===== config.mk =====
export PLATFORM = sky130hd
export DESIGN_NAME = sd_sector_packer
export DESIGN_NICKNAME = d
export VERILOG_FILES = /design/src/rtl/sd_sector_packer.sv
export SDC_FILE = /design/constraint.sdc
export NUM_CORES = 1
export LEC_CHECK = 0
export CAP_MARGIN = 5
export CORE_MARGIN = 3
export CORE_UTILIZATION = 56
export CTS_BUF_LIST = sky130_fd_sc_hd__clkbuf_8
export CTS_CLUSTER_SIZE = 10
export DETAILED_ROUTE_END_ITERATION = 12
export PLACE_DENSITY = 0.86
export SKIP_CTS_REPAIR_TIMING = 1
export SYNTH_ARGS = -nofsm -noshare
export SYNTH_HDL_FRONTEND = slang
export SYNTH_SLANG_ARGS = --single-unit

===== constraint.sdc =====
create_clock -name clock -period 3.3 [get_ports clock]
set_input_delay 0.66 -clock clock [delete_from_list [all_inputs] [get_ports clock]]
set_output_delay 0.66 -clock clock [all_outputs]
set_load 0.1 [all_outputs]

===== src/rtl/sd_sector_packer.sv =====
// sd_sector_packer
//   Pops 32-bit words from the ADC sample FIFO and streams 512-byte SD
//   sectors byte-by-byte over a valid/ready handshake:
//     4-byte header {HEADER_MAGIC, seq[23:16], seq[15:8], seq[7:0]}
//     WORDS_PER_SECTOR payload words, each sent MSB first.
//   Optional build macro SD_SECTOR_CHECKSUM_EN: the last payload slot
//   carries {16'h0000, sum16} (mod-2^16 sum of all preceding payload
//   bytes) instead of FIFO data, so one fewer word is popped per sector.
//   SEQ_INIT is the reset value of the sector sequence counter (0 in
//   normal use; non-zero values let a sequence wrap be observed quickly).
module sd_sector_packer #(
    parameter int          WORDS_PER_SECTOR = 127,
    parameter logic [7:0]  HEADER_MAGIC     = 8'hA5,
    parameter logic [23:0] SEQ_INIT         = 24'h000000
) (
    input  logic        clock,
    input  logic        reset,
    input  logic        fifo_half_filled,
    input  logic        fifo_empty,
    output logic        fifo_read_enable,
    input  logic [31:0] fifo_data,
    output logic [7:0]  byte_data,
    output logic        byte_valid,
    input  logic        byte_ready,
    output logic        sector_start,
    output logic        sector_done,
    output logic [23:0] sector_seq
);

    typedef enum logic [2:0] {
        IDLE,
        HEADER,
        FETCH,
        WAIT,
        SEND,
        DONE
    } state_t;

    localparam logic [6:0] LAST_SLOT = 7'(WORDS_PER_SECTOR - 1);

    state_t      state;
    state_t      state_nxt;
    logic [1:0]  byte_idx;   // byte position within header or current word
    logic [6:0]  slot_cnt;   // completed payload words in this sector
    logic [31:0] word_q;     // payload word being serialised
    logic [31:0] word_load;  // value captured into word_q in WAIT
    logic        need_pop;   // current slot is sourced from the FIFO
    logic        xfer;       // a byte is accepted this cycle

    // valid is high exactly in HEADER and SEND, so acceptance only needs ready
    assign xfer = ((state == HEADER) || (state == SEND)) && byte_ready;

`ifdef SD_SECTOR_CHECKSUM_EN
    logic [15:0] sum16;
    logic        cks_slot;

    assign cks_slot  = (slot_cnt == LAST_SLOT);
    assign need_pop  = !cks_slot;
    assign word_load = cks_slot ? {16'h0000, sum16} : fifo_data;

    // Running sum of every payload byte handed to the consumer
    always_ff @(posedge clock) begin
        if (reset || state == IDLE) begin
            sum16 <= 16'h0000;
        end else if (state == SEND && xfer) begin
            sum16 <= sum16 + {8'h00, byte_data};
        end
    end
`else
    assign need_pop  = 1'b1;
    assign word_load = fifo_data;
`endif

    // State register
    always_ff @(posedge clock) begin
        if (reset) begin
            state <= IDLE;
        end else begin
            state <= state_nxt;
        end
    end

    // Next state and handshake outputs; outputs depend only on registered
    // state, so byte_data/byte_valid cannot move while a byte is stalled
    always_comb begin
        state_nxt        = state;
        fifo_read_enable = 1'b0;
        byte_valid       = 1'b0;
        byte_data        = 8'h00;
        sector_done      = 1'b0;
        case (state)
            IDLE: begin
                if (fifo_half_filled) begin
                    state_nxt = HEADER;
                end
            end
            HEADER: begin
                byte_valid = 1'b1;
                case (byte_idx)
                    2'd0:    byte_data = HEADER_MAGIC;
                    2'd1:    byte_data = sector_seq[23:16];
                    2'd2:    byte_data = sector_seq[15:8];
                    default: byte_data = sector_seq[7:0];
                endcase
                if (byte_ready && byte_idx == 2'd3) begin
                    state_nxt = FETCH;
                end
            end
            FETCH: begin
                // Stall here while the FIFO is empty; the checksum slot never pops
                if (!need_pop) begin
                    state_nxt = WAIT;
                end else if (!fifo_empty) begin
                    fifo_read_enable = 1'b1;
                    state_nxt        = WAIT;
                end
            end
            WAIT: begin
                // FIFO Q is registered: data lands this cycle
                state_nxt = SEND;
            end
            SEND: begin
                byte_valid = 1'b1;
                case (byte_idx)
                    2'd0:    byte_data = word_q[31:24];
                    2'd1:    byte_data = word_q[23:16];
                    2'd2:    byte_data = word_q[15:8];
                    default: byte_data = word_q[7:0];
                endcase
                if (byte_ready && byte_idx == 2'd3) begin
                    state_nxt = (slot_cnt == LAST_SLOT) ? DONE : FETCH;
                end
            end
            DONE: begin
                sector_done = 1'b1;
                state_nxt   = IDLE;
            end
            default: state_nxt = IDLE;
        endcase
    end

    // Byte position: advances on each accepted byte, wraps 3 -> 0
    always_ff @(posedge clock) begin
        if (reset || state == IDLE) begin
            byte_idx <= 2'd0;
        end else if (xfer) begin
            byte_idx <= byte_idx + 2'd1;
        end
    end

    // Payload slot counter: one count per fully sent word
    always_ff @(posedge clock) begin
        if (reset || state == IDLE) begin
            slot_cnt <= 7'd0;
        end else if (state == SEND && xfer && byte_idx == 2'd3) begin
            slot_cnt <= slot_cnt + 7'd1;
        end
    end

    // Word capture one cycle after the FIFO read pulse
    always_ff @(posedge clock) begin
        if (reset) begin
            word_q <= 32'h0000_0000;
        end else if (state == WAIT) begin
            word_q <= word_load;
        end
    end

    // Sequence number advances as sector_done pulses; wraps naturally
    always_ff @(posedge clock) begin
        if (reset) begin
            sector_seq <= SEQ_INIT;
        end else if (state == DONE) begin
            sector_seq <= sector_seq + 24'd1;
        end
    end

    // sector_start lines up with the first header byte's first valid cycle
    always_ff @(posedge clock) begin
        if (reset) begin
            sector_start <= 1'b0;
        end else begin
            sector_start <= (state == IDLE) && fifo_half_filled;
        end
    end

endmodule

==> results.ini, run 1 <==
[status]
outcome = complete, no violations

[detailed_routing]
post-route-drc-count = 0
routed_via_density = 6.022
drt_pass1_iterations = 7
drt_first_iter_violations = 346
vias = 3336
detail_route.wirelength_um = 9174
wire_per_inst_um = 16.56
drt.antenna.violating_nets = 0

[global_routing]
first_global_vias = 3124
grt_start_max_net_pins = 49
grt-ovfl-total = 0
grt_util_all_layers_pct = 26.53
antenna_found_initial = 0
grt_pass1_wl_um = 15020

[critical_path]
reg2reg_slack_ns = 1.21
worst-endpoint-required_ns = 2.64
reg2reg_depth = 3
crit_path_max_incr_delay_ns = 0.43
critical_path.reg2reg.startpoint = state[0]$_SDFFE_PP0P_
timing.critical_path.arrival_ns = 2.30
start_kind = flip-flop
setup.worst_path.end_class = primary output
critical_path.slowest_cell = dfxtp_1
series_of_cell_instances_along_the_critical_path = inv_1, ha_1, a222oi_1, o21ai_0, a22o_1, buf_12
cp_max_fo = 16
capturing_point_of_the_worst_reg2reg_path = word_q[28]$_SDFFE_PP0P_
critical_path_class = flip-flop to primary output

[worst_hold_path]
min_delay_worst_endpoint = word_q[0]$_SDFFE_PP0P_
hold_depth = 2
hold_path_startpoint = word_q[0]$_SDFFE_PP0P_
hp-class = flip-flop to flip-flop

[floorplan]
io_pins = 73
initial_utilization_pct = 59.33
rows = 27
die-area_sq_um = 6941
die_h_um = 83.31
dieWidth_um = 83.31
placeableCoreArea_sq_um = 5642

[clocking]
clock_path_buffers = 2
cts_root_buffer = clkbuf_8
clkSinkCount = 69
worst_skew_pair.late_latency_ns = 0.35
h_tree_levels = 3
cts_tree = yes
tritoncts.num_buffers = 9
cts.reportedPaths.clkPinSlew_ns = 0.07

[placement]
port_buffers = 72
detailed_place.area_sq_um = 4074
dp_hpwl_um = 6374
place_congestion = 0.8261

[sta]
timing.slew.headroom_pct = 31.10
setup-violations-final = 0
timing.final.crit_period_ns = 2.958
worst_pin_slew_ns = 1.034
final_min_period_over_clock_period_pct = 89.64
report.final.hold_viol_count = 0
fin_skew_ns = 0.006745
maxClockFrequency_mhz = 338.1
rsz0062_at_grt = no
finalSetupTns_ns = 0
timing.final.max_slew_violations = 0

[final_layout]
post-route-cell-area_sq_um = 4298
n_antenna_cell = 0
finalNetCount = 522
syn2layout_area_growth_pct = 28.41
mostFrequentLayoutCells = nand2_1, dfxtp_1, a21oi_1
post_route_cells_drive_above_1_share_pct = 13.90
layout.cells.most_common = nand2_1
layout.filler_cells = 437
layout.core_utilization_pct = 76.18

[logic_synthesis]
compound_cell_area_share_of_the_yosys_netlist_pct = 19.40
dominant_combinational_cell_family_by_area_after_synthesis = simple AND/OR/NAND/NOR gates
yosys.area_share.simple_pct = 26.50
syn_avg_cell_area_sq_um = 7.950
post_synth_inst_count = 421
ys_warn_count = 0
number_of_enable_flip_flop_cells_after_synthesis = 0
portion_of_netlist_area_occupied_by_mux_cells_pct = 0.5981
synth_fa_ha_area_share_pct = 2.991
yosys.area_share.xor_xnor_pct = 4.710
yosysSeqAreaShare_pct = 41.27
post_synthesis_instance_area_sq_um = 3347
synthesis.nets = 466
postSynth.topFlopCell = dfxtp_1
fraction_of_registers_with_async_set_or_reset_after_synthesis_pct = 0
post_synthesis_sequential_element_count = 69
netlist-cell-type-count = 45

[pwr]
power_per_unit_of_standard_cell_area_nw_per_um2 = 408.1
ir_drop_mv = 0.2798
p_leak_uw = 0.001525

[flow_run]
timing.max_cap.violations = 0

==> where the power goes <==
| group | switching, uW | total [uW] | internal [uW] |
|---|---|---|---|
| combinational | 74.2 | 138 | 63.8 |
| clock | 334 | 778 | 445 |
| sequential | 4.13 | 838 | 834 |
==> metal layers <==
| metal | vias up | global-route usage, % | part of all wire [%] |
|---|---|---|---|
| met2 | 161 | 40.89 | 46 |
| met5 | - | 0 | 0 |
| met1 | 1534 | 33.99 | 42 |
| met3 | 36 | 5.556 | 7.8 |
| li1 | 1605 | - | - |
| met4 | 0 | 15.90 | 4.2 |
==> logic make-up after synthesis <==
logic type               count (synthesis)
AO/OA/AOI/OAI                          105
XOR/XNOR                                18
adder cells (fa/ha/maj)                  8
buffers and inverters                   37
flip-flops                              69
multiplexers                             2
AND/OR/NAND/NOR                        182
==> cell usage after synthesis (6+ instances only) <==
cell type,number,area [sq um]
ha_1,8,100.1
xor2_1,10,87.58
nand2_1,87,326.6
a21oi_1,47,235.2
a22o_1,8,70.07
nand3_1,13,65.06
clkbuf_1,29,108.9
or3_1,7,43.79
and3_1,6,37.54
nor2_1,26,97.59
a222oi_1,8,80.08
dfxtp_1,69,1381
nand4_1,9,56.30
xnor2_1,8,70.07
o21ai_0,25,125.1
==> sequential cells by signal, indices dropped and copies added (netlist names) <==
signal	count
state	3
sector_seq	24
slot_cnt	7
sector_start	1
word_q	32
byte_idx	2
==> final cells by class <==
class	instances	area (sq um)	share of cell area, %
clock inverter	6	86.33	2.009
clock buffer	10	137.6	3.202
tap	72	90.09	2.096
timing repair buffer	77	763.2	17.76
sequential	69	1381	32.14
inverter	5	18.77	0.4367
multi-input combinational	315	1821	42.36
==> per-stage QoR <==
step / total power (uW) / worst slack, ns / hold WS, ns / cells
6_report: 1754 / 0.3420 / 0.4649 / 554
5_1_grt: 1796 / 0.1784 / 0.4896 / 554
4_1_cts: 1756 / 0.3724 / 0.4590 / 554
3_5_place_dp: 994.2 / 0.7580 / 0.4490 / 538
3_3_place_gp: 992.8 / 0.8443 / 0.4472 / 538
2_1_floorplan: 923.3 / 0.2569 / 0.4357 / 421
==> worst max path at each step <==
stage	depth (start not counted)	slack, ns	start	to
2_1_floorplan	2	0.26	state[1]$_SDFFE_PP0P_	fifo_read_enable
3_3_place_gp	6	0.84	byte_idx[0]$_SDFFE_PP0P_	byte_data[5]
3_5_place_dp	6	0.76	byte_idx[0]$_SDFFE_PP0P_	byte_data[0]
4_1_cts	6	0.37	byte_idx[0]$_SDFFE_PP0P_	byte_data[0]
5_1_grt	6	0.18	byte_idx[0]$_SDFFE_PP0P_	byte_data[1]
6_report	6	0.34	byte_idx[0]$_SDFFE_PP0P_	byte_data[5]
==> critical path, delay by kind of cell (launching register included) <==
kind	cells	cell delay (ns)
fa+ha+maj	1	0.42
compound gates	3	0.84
buf+inv	2	0.27
flops	1	0.43
(Power assumes the default switching activity.)
==> inputs of run 2 (changes only) <==
CORE_UTILIZATION = 55   (was 56)
CTS_BUF_LIST = default   (was sky130_fd_sc_hd__clkbuf_8)
PLACE_DENSITY = 0.85   (was 0.86)
==> results.ini, run 2 (synthesized netlist as in run 1, its figures left out) <==
[clocking]
cts.reportedPaths.clkPinSlew_ns = 0.07
cts_tree = yes
clkSinkCount = 69
tritoncts.num_buffers = 9
cts_root_buffer = clkbuf_8
h_tree_levels = 3
worst_skew_pair.late_latency_ns = 0.34
clock_path_buffers = 2

[pwr]
p_total_uw = 1634
power_per_unit_of_standard_cell_area_nw_per_um2 = 383.2
p_leak_uw = 0.001512
ir_drop_mv = 0.2790

[critical_path]
start_kind = flip-flop
worst-endpoint-required_ns = 2.64
critical_path_class = flip-flop to primary output
critical_path.reg2reg.startpoint = state[0]$_SDFFE_PP0P_
worst_setup_path_startpoint = byte_idx[0]$_SDFFE_PP0P_
cp_max_fo = 16
timing.critical_path.arrival_ns = 2.31
setup.worst_path.end_class = primary output
reg2reg_depth = 4

[global_routing]
first_global_vias = 2918
grt_start_max_net_pins = 37
grt-ovfl-total = 0
grt_pass1_wl_um = 13920
antenna_found_initial = 0
grt_util_all_layers_pct = 23.87

[worst_hold_path]
hold_path_startpoint = word_q[3]$_SDFFE_PP0P_
hp-class = flip-flop to flip-flop
hold_depth = 2

[detailed_routing]
post-route-drc-count = 0
vias = 3239
routed_via_density = 5.847
drt_first_iter_violations = 269
detail_route.wirelength_um = 8330
drt_pass1_iterations = 5
wire_per_inst_um = 15.04
drt.antenna.violating_nets = 0

[final_layout]
syn2layout_area_growth_pct = 27.40
largest_register_ff_count = 32
largest-register = word_q
largestRegisters = word_q x32, sector_seq x24, slot_cnt x7
mostFrequentLayoutCells = nand2_1, dfxtp_1, a21oi_1
n_antenna_cell = 0
finalNetCount = 522
post_route_cells_drive_above_1_share_pct = 13.90
layout.cells.most_common = nand2_1

[placement]
port_buffers = 72
dp_hpwl_um = 6025
place_congestion = 0.8597

[sta]
timing.final.crit_period_ns = 2.969
report.final.hold_viol_count = 0
final_min_period_over_clock_period_pct = 89.98
maxClockFrequency_mhz = 336.8
fin_skew_ns = 0.008271
worst_pin_slew_ns = 1.027
setup-violations-final = 0
timing.slew.headroom_pct = 31.53
finalSetupTns_ns = 0
rsz0062_at_grt = no
timing.final.max_slew_violations = 0

[floorplan]
die-area_sq_um = 7058
dieWidth_um = 84.01
io_pins = 73
placeableCoreArea_sq_um = 5709
initial_utilization_pct = 58.62
rows = 27
die_h_um = 84.01

[flow_run]
timing.max_cap.violations = 0

[status]
outcome = complete, no violations

## run 2: cell count changes in the layout (fill, tap and decap cells not counted)
cell and change:
clkbuf_8 -1, clkinv_2 +2, bufinv_16 -1
## run 2: through the flow
step	area [sq um]	hold WS [ns]	setup slack [ns]	cells	utilization, %
3_5_place_dp	4074	0.4478	0.7303	538	71.36
4_1_cts	4264	0.4588	0.3445	554	74.69
2_1_floorplan	3353	0.4357	0.2569	421	-
3_3_place_gp	4074	0.4463	0.8205	538	71.36
6_report	4264	0.4587	0.3307	554	74.69
5_1_grt	4264	0.4792	0.2022	554	74.69
## run 2: layout make-up
type | instances | area, sq um
Sequential cell | 69 | 1381
Clock inverter | 7 | 66.31
Inverter | 5 | 18.77
Multi-Input combinational cell | 315 | 1821
Timing Repair Buffer | 77 | 763.2
Tap cell | 72 | 90.09
Fill cell | 429 | 1445
Clock buffer | 9 | 123.9
## run 2: power by group
group | internal [uW] | switching, uW
Sequential | 834 | 4.32
Combinational | 63.6 | 72.1
Clock | 345 | 316
Total | 1240 | 392
## run 2: worst max-delay path, stage by stage, from the launching register on
cell and delay [ns]:
dfxtp_1 0.42, inv_1 0.09, ha_1 0.40, a222oi_1 0.44
o21ai_0 0.13, a22o_1 0.31, buf_12 0.18
## run 2: final timing paths
check | slack, ns | endpoint
setup / recovery | 0.33 | byte_data[0]
hold / removal | 0.46 | word_q[3]$_SDFFE_PP0P_
setup reg to reg | 1.16 | sector_seq[20]$_SDFFE_PP0P_
hold reg to reg | 0.46 | word_q[3]$_SDFFE_PP0P_
## run 2: routing by layer
metal	GRT usage, %	routed length, um	up-vias	part of all wire [%]
li1	-	-	1609	-
met1	32.34	3731	1473	45
met2	36.88	3784	136	45
met3	5.232	603	21	7.2
met4	9.503	210	0	2.5
met5	0	0	-	0
